$ cat src/rtl/hlsm_pkg.sv
// Shared definitions for the HLSM Start/Done launcher: widths, default latency,
// controller states and the operand-bus indexing helper.
package hlsm_pkg;

    localparam int HLSM_W       = 16;
    localparam int HLSM_NOPS    = 7;
    localparam int HLSM_LATENCY = 12;

    typedef enum logic [2:0] {
        ST_RECOVER,
        ST_IDLE,
        ST_RUN,
        ST_CHECK,
        ST_HOLD
    } hlsm_state_e;

    // LSB position of operand idx (0 = a) inside the packed In_Ops bus.
    function automatic int hlsm_op_lsb(input int idx, input int w);
        return idx * w;
    endfunction

endpackage

$ cat src/rtl/hlsm_launcher.sv
// Initiator side of the HLSM Start/Done handshake: latches one operand set,
// holds Start for LATENCY edges, checks Done and offers J/L downstream.
module hlsm_launcher
    import hlsm_pkg::*;
#(
    parameter int W       = HLSM_W,
    parameter int LATENCY = HLSM_LATENCY
) (
    input  logic                  Clk,
    input  logic                  Rst,
    input  logic                  In_Valid,
    output logic                  In_Ready,
    input  logic [HLSM_NOPS*W-1:0] In_Ops,
    output logic signed [W-1:0]   Op_A,
    output logic signed [W-1:0]   Op_B,
    output logic signed [W-1:0]   Op_C,
    output logic signed [W-1:0]   Op_D,
    output logic signed [W-1:0]   Op_E,
    output logic signed [W-1:0]   Op_F,
    output logic signed [W-1:0]   Op_G,
    output logic                  Start,
    output logic                  Hlsm_Rst,
    input  logic                  Done,
    input  logic signed [W-1:0]   J,
    input  logic signed [W-1:0]   L,
    output logic                  Out_Valid,
    input  logic                  Out_Ready,
    output logic signed [W-1:0]   Out_J,
    output logic signed [W-1:0]   Out_L,
    output logic                  Err,
    output logic [7:0]            Err_Count
);

    localparam int CW = $clog2(LATENCY);

    hlsm_state_e                    state_q, state_d;
    logic [CW-1:0]                  cnt_q, cnt_d;
    logic                           start_q, start_d;
    logic                           hrst_q, hrst_d;
    logic                           ovld_q, ovld_d;
    logic [W-1:0]                   oj_q, oj_d;
    logic [W-1:0]                   ol_q, ol_d;
    logic                           err_q, err_d;
    logic [7:0]                     ecnt_q, ecnt_d;
    logic [HLSM_NOPS-1:0][W-1:0]    ops_q, ops_d;

    always_ff @(posedge Clk or negedge Rst) begin
        if (!Rst) begin
            state_q <= ST_RECOVER;
            cnt_q   <= '0;
            start_q <= 1'b0;
            hrst_q  <= 1'b1;
            ovld_q  <= 1'b0;
            oj_q    <= '0;
            ol_q    <= '0;
            err_q   <= 1'b0;
            ecnt_q  <= '0;
            ops_q   <= '0;
        end else begin
            state_q <= state_d;
            cnt_q   <= cnt_d;
            start_q <= start_d;
            hrst_q  <= hrst_d;
            ovld_q  <= ovld_d;
            oj_q    <= oj_d;
            ol_q    <= ol_d;
            err_q   <= err_d;
            ecnt_q  <= ecnt_d;
            ops_q   <= ops_d;
        end
    end

    always_comb begin
        state_d = state_q;
        cnt_d   = cnt_q;
        start_d = start_q;
        hrst_d  = hrst_q;
        ovld_d  = ovld_q;
        oj_d    = oj_q;
        ol_d    = ol_q;
        err_d   = 1'b0;
        ecnt_d  = ecnt_q;
        ops_d   = ops_q;
        case (state_q)
            ST_RECOVER: begin
                hrst_d  = 1'b0;
                state_d = ST_IDLE;
            end
            ST_IDLE: begin
                if (In_Valid) begin
                    for (int i = 0; i < HLSM_NOPS; i++)
                        ops_d[i] = In_Ops[hlsm_op_lsb(i, W) +: W];
                    start_d = 1'b1;
                    cnt_d   = CW'(LATENCY - 1);
                    state_d = ST_RUN;
                end
            end
            ST_RUN: begin
                if (cnt_q == '0) begin
                    start_d = 1'b0;
                    state_d = ST_CHECK;
                end else begin
                    cnt_d = cnt_q - 1'b1;
                end
            end
            ST_CHECK: begin
                // Anything but a clean 1 on Done counts as a miss; the HLSM is
                // then reset so both sides restart from state 0 together.
                if (Done) begin
                    oj_d    = J;
                    ol_d    = L;
                    ovld_d  = 1'b1;
                    state_d = ST_HOLD;
                end else begin
                    err_d   = 1'b1;
                    hrst_d  = 1'b1;
                    if (ecnt_q != 8'hFF) ecnt_d = ecnt_q + 8'd1;
                    state_d = ST_RECOVER;
                end
            end
            ST_HOLD: begin
                if (Out_Ready) begin
                    ovld_d  = 1'b0;
                    state_d = ST_IDLE;
                end
            end
            default: begin
                start_d = 1'b0;
                hrst_d  = 1'b1;
                state_d = ST_RECOVER;
            end
        endcase
    end

    assign In_Ready  = (state_q == ST_IDLE);
    assign Start     = start_q;
    assign Hlsm_Rst  = hrst_q;
    assign Out_Valid = ovld_q;
    assign Out_J     = oj_q;
    assign Out_L     = ol_q;
    assign Err       = err_q;
    assign Err_Count = ecnt_q;
    assign Op_A      = ops_q[0];
    assign Op_B      = ops_q[1];
    assign Op_C      = ops_q[2];
    assign Op_D      = ops_q[3];
    assign Op_E      = ops_q[4];
    assign Op_F      = ops_q[5];
    assign Op_G      = ops_q[6];

endmodule

$ cat config.mk
export PLATFORM = sky130hd
export DESIGN_NAME = hlsm_launcher
export DESIGN_NICKNAME = d
export VERILOG_FILES = /design/src/rtl/hlsm_pkg.sv /design/src/rtl/hlsm_launcher.sv
export SDC_FILE = /design/constraint.sdc
export NUM_CORES = 1
export LEC_CHECK = 0
export CELL_PAD_IN_SITES_DETAIL_PLACEMENT = 2
export CELL_PAD_IN_SITES_GLOBAL_PLACEMENT = 2
export CORE_MARGIN = 5
export CORE_UTILIZATION = 28
export DETAILED_ROUTE_END_ITERATION = 10
export GPL_TIMING_DRIVEN = 0
export PLACE_DENSITY = 0.83
export SYNTH_ARGS = -nofsm -noshare
export SYNTH_HDL_FRONTEND = slang
export SYNTH_SLANG_ARGS = --single-unit
export TNS_END_PERCENT = 1
$ cat constraint.sdc
create_clock -name Clk -period 4.73 [get_ports Clk]
set_input_delay 0.946 -clock Clk [delete_from_list [all_inputs] [get_ports Clk]]
set_output_delay 0.946 -clock Clk [all_outputs]
set_load 0.02 [all_outputs]
; ---- Word-level counts from Yosys, hierarchy flattened
; Cells that the tools add are included.
[totals]
word_cells = 64
out_inout_bits = 157
reg_bits = 163
[op_classes]
n_bitwise = 3
eq_ne = 11
mux = 18
n_addsub = 2
reduce_logical = 14
[ops]
columns = operator, count
row1 = 3-bit case mux with 5 select lines, 1
row2 = 3-bit AND reduction, 5
row3 = 3-bit 2-to-1 mux, 4
row4 = "2-bit != test, second input constant", 6
row5 = "8-bit by 1-bit adder with 8-bit output, second input constant", 1
row6 = 4-bit 2-to-1 mux, 2
row7 = "8-bit != test, second input constant", 1
row8 = 4-bit case mux with 2 select lines, 1
row9 = 1-bit 2-to-1 mux, 7
row10 = "3-bit by 2-bit == test with 1-bit output, second input constant", 2
row11 = 1-bit case mux with 3 select lines, 2
row12 = 2-bit AND reduction, 3
row13 = 3-bit OR reduction, 2
row14 = 4-bit logical NOT, 1
row15 = 2-bit nonzero test, 2
row16 = "4-bit by 1-bit subtractor with 4-bit output, second input constant", 1
row17 = "3-bit by 1-bit == test with 1-bit output, second input constant", 1
row18 = "3-bit == test, second input constant", 1
row19 = 3-bit logical NOT, 1
row20 = 1-bit NOT, 3
row21 = 1-bit case mux with 2 select lines, 1

; ---- Longest topological paths before layout
[depth]
depth_word = 4
ltp_mapped = 6
mapped_depth_nobuf = 5

; ---- Least setup slack after synthesis
; Ideal clock, no wire load.
[synth_timing]
kind = input to register
from = in In_Valid
to = reg ops_q, in the netlist Op_B[4]
stages = 5
setup_time_ns = 0.125
setup_slack_ns = 2.745
arrival_ns = 1.860
path_cell_list = and4bb_1 -> buf_2 -> buf_6 -> buf_6 -> mux2_2
[synth_between]
elab_chain_len = 1
[synth_rtl]
columns = item, line_no
row1 = "start, declared", hlsm_launcher.sv:11  ; input logic In_Valid,
row2 = 2-bit AND reduction (no line), n/a
row3 = "end signal, assigned", hlsm_launcher.sv:69  ; ops_q <= ops_d;
row4 = "end, declared", hlsm_launcher.sv:45  ; logic [HLSM_NOPS-1:0][W-1:0] ops_q, ops_d;
; Every way passes these cells.
; A chain may end at the register's enable or synchronous reset.

; ---- Worst setup path in the final report
[layout_timing]
from = reg state_q[2]
to = out In_Ready
[layout_between]
elab_chain_len = 1
[layout_rtl]
columns = item, line_no
row1 = "start, declared", hlsm_launcher.sv:36  ; hlsm_state_e state_q, state_d;
row2 = "start signal, assigned", hlsm_launcher.sv:60  ; state_q <= state_d;
row3 = 3-bit by 1-bit == test with 1-bit output, hlsm_launcher.sv:135  ; assign In_Ready = (state_q == ST_IDLE);
row4 = "end, declared", hlsm_launcher.sv:12  ; output logic In_Ready,
; Every way passes these cells.

==> summary.md <==
| Metric | Value |
|---|---|
| Dominant synthesized flop cell | `dfrtp_1` |
| Initial Util | `28.3%` |
| Worst R2R Start | `cnt_q[0]` |
| Final Critical Period | `2.89 ns` |
| First drt pass iteration count | `4` |
| Worst IR drop on VDD | `0.234 mV` |
| Worst Setup End Kind | `primary output` |
| Post-synth EDFFs | `0` |
| Net Count, Synth | `554` |
| Post-CTS resize count | `0` |
| Via density | `4.58` |
| Initial DRC Count | `154` |
| Max Cap Violations | `0` |
| TritonCTS clock tree | `done` |
| Layout cell share with drive strength beyond 1 | `26.3%` |
| Post-synthesis sequential area ratio | `64.0%` |
| Syn Area/Cell | `15.8 µm²` |
| Cts bufs inserted | `17` |
| # IOs | `306` |
| Fill cells | `2159` |
| Post-CTS setup buffers | `0` |
| Flop and latch count out of synthesis | `163` |
| Largest net degree at the start of global routing | `94` |
| Crit path launch type | `register` |
| Initial antenna violation count | `0` |
| Hold_ws | `0.468 ns` |
| Cell Area, Placed | `9820 µm²` |
| # DRC | `0` |
| Grt ovf | `0` |
| Final period utilization | `61.1%` |
| Leak | `4.25 nW` |
| Clock buffer depth | `2` |
| Via count | `4694` |
| Critical path required time | `3.78 ns` |
| Clock insertion delay at the later pin of the skew report | `0.42 ns` |
| Max-slew violation count | `0` |
| Max-Slew Margin vs Limit | `62.9%` |
| Synth unique cells | `44` |
| Die X-Extent | `161 µm` |
| Design area | `10400 µm²` |
| # nets final | `879` |
| ANT nets after route | `0` |
| Sink Count | `163` |
| H-tree Lvls | `4` |
| Synthesized instance count | `403` |
| Overall routed net length | `22000 µm` |
| Tot GR Track Use | `17.0%` |
| Cell Area, Synth | `6380 µm²` |
| Crit Path Max Fanout | `10` |
| Final hold vios | `0` |
| RSZ-0062 raised after global routing | `false` |
| Vias in the first global route | `5575` |
| Run status | `complete, no violations` |
| Sequential Area | `4080 µm²` |
| DIE AREA | `25900 µm²` |
| Slew @ Worst Pin | `0.557 ns` |
| Rows | `55` |
| Multi-input gate area | `2130 µm²` |
| Core area | `22500 µm²` |
| DIE HEIGHT | `161 µm` |
| Routability congestion estimate | `0.783` |
| Max Clk Rate | `346 MHz` |
| Routed length per placed instance | `21.4 µm` |
| Setup_tns | `0 ns` |
| Reg2reg end | `cnt_q[2]` |
| Synth warnings | `0` |
| Reg2reg path depth | `6` |
| Area Growth Syn to Fin | `62.6%` |
| Worst Clk Skew | `0.00803 ns` |
| CTS root buf | `clkbuf_16` |
| Most frequent cells in the layout | `304 x clkdlybuf4s50_1, 162 x dfrtp_1, 135 x mux2_2, 17 x clkbuf_16` |
| Data arrival, critical path | `1.94 ns` |
| Hpwl dp | `17300 µm` |
| Clk pin slew, worst setup/hold paths | `0.07 ns` |
| R2r setup slk | `2.99 ns` |
| Fraction of registers with async set/reset | `100%` |
| Setup violations, final | `0` |
| Power Density | `728 nW/µm²` |
| Number of inserted diodes | `0` |
| Port Buffers | `305` |
| Hold Path Class | `in2async` |
| Hold_buf cts | `0` |
| First-pass GRT wire length | `34100 µm` |
| Commonest non-fill, non-tap cell in the layout | `clkdlybuf4s50_1` |
| Crit Path Category | `reg2out` |
==> metal layers <==
| metal | vias to the layer above | global-route usage (%) | part of all wire [%] |
|---|---|---|---|
| met5 | - | 0 | 0 |
| met4 | 0 | 4.54 | 1.8 |
| met3 | 23 | 6.08 | 7.6 |
| met2 | 210 | 31.1 | 53 |
| met1 | 2385 | 18.6 | 38 |
| li1 | 2076 | - | - |
==> how the worst max path moves through the flow <==
stage	end	slack [ns]	start	cells past startpoint
6_report	In_Ready	1.84	state_q[2]	4
5_1_grt	In_Ready	1.71	state_q[2]	4
4_1_cts	In_Ready	1.79	state_q[2]	4
3_5_place_dp	Op_C[3]	1.86	In_Valid	6
3_3_place_gp	Err_Count[0]	-3.75	Rst	1
2_1_floorplan	Op_B[4]	2.75	In_Valid	5
==> cells in the mapped netlist (2+ instances only) <==
| cell type | instances | share of area, % |
|---|---|---|
| dfrtp_1 | 162 | 64 |
| xnor2_1 | 3 | 0.41 |
| nor3_1 | 4 | 0.31 |
| buf_2 | 11 | 0.86 |
| nor2_1 | 3 | 0.18 |
| inv_1 | 7 | 0.41 |
| clkbuf_1 | 2 | 0.12 |
| o21ai_0 | 2 | 0.16 |
| ha_1 | 2 | 0.39 |
| nor2b_1 | 2 | 0.20 |
| nand4_1 | 2 | 0.20 |
| a21oi_1 | 10 | 0.78 |
| nand3_1 | 4 | 0.31 |
| buf_6 | 5 | 0.88 |
| nand2b_1 | 2 | 0.20 |
| mux2_1 | 11 | 1.9 |
| a211oi_1 | 5 | 0.59 |
| mux2_2 | 135 | 24 |
| buf_4 | 2 | 0.24 |
| nand2_1 | 2 | 0.12 |
| a2bb2oi_1 | 2 | 0.27 |
| nand3b_1 | 3 | 0.35 |
==> cells by family (layout without fill, tap and decap cells) <==
group                    count (synthesis)  in the layout  synth area share [%]
adder cells (fa/ha/maj)                  3              3                 0.549
XOR/XNOR                                 4              4                 0.549
AO/OA/AOI/OAI                           25             25                  2.71
flip-flops                             163            163                  64.0
AND/OR/NAND/NOR                         32             32                  3.49
buffers and inverters                   28            366                  2.57
multiplexers                           148            148                  26.2
==> where the power goes <==
group	internal, W	total (W)	leakage [nW]	switching, W
Combinational	0.00197	0.00374	2.05	0.00177
Clock	0.000692	0.00132	0.268	0.000629
Sequential	0.00209	0.00250	1.93	0.000411
==> registers in the layout, summed over array words and instances (netlist names), 3 cells and up <==
signal,count
Op_A,16
Op_B,16
Op_C,16
Op_D,16
Op_E,16
Op_F,16
Op_G,16
Out_J,16
Out_L,16
Err_Count,8
cnt_q,4
state_q,3
==> critical path: stages (launching register included) <==
cell and delay (ns):
dfrtp_1 0.38, buf_4 0.18, nor2b_4 0.19, nor2b_1 0.16, clkdlybuf4s50_1 0.63
==> area by class of cell <==
| type | instances | share of cell area, % |
|---|---|---|
| inverter | 8 | 0.290 |
| tap | 285 | 3.44 |
| clock inverter | 14 | 1.16 |
| timing repair buffer | 306 | 29.8 |
| multi-input combinational | 212 | 20.6 |
| buffer | 20 | 1.29 |
| clock buffer | 18 | 4.14 |
| sequential | 163 | 39.3 |
==> through the flow <==
stage / utilization [%] / worst slack, ns / total power, W / std cells
floorplan: - / 2.75 / 0.00434 / 403
finish: 46.1 / 1.84 / 0.00755 / 1026
detailed placement: 43.6 / 1.86 / 0.00633 / 994
CTS: 46.1 / 1.79 / 0.00769 / 1026
global route: 46.1 / 1.71 / 0.00797 / 1026
global placement: 43.5 / -3.75 / 0.00611 / 993
No activity file was read; power rests on OpenSTA's default activity.
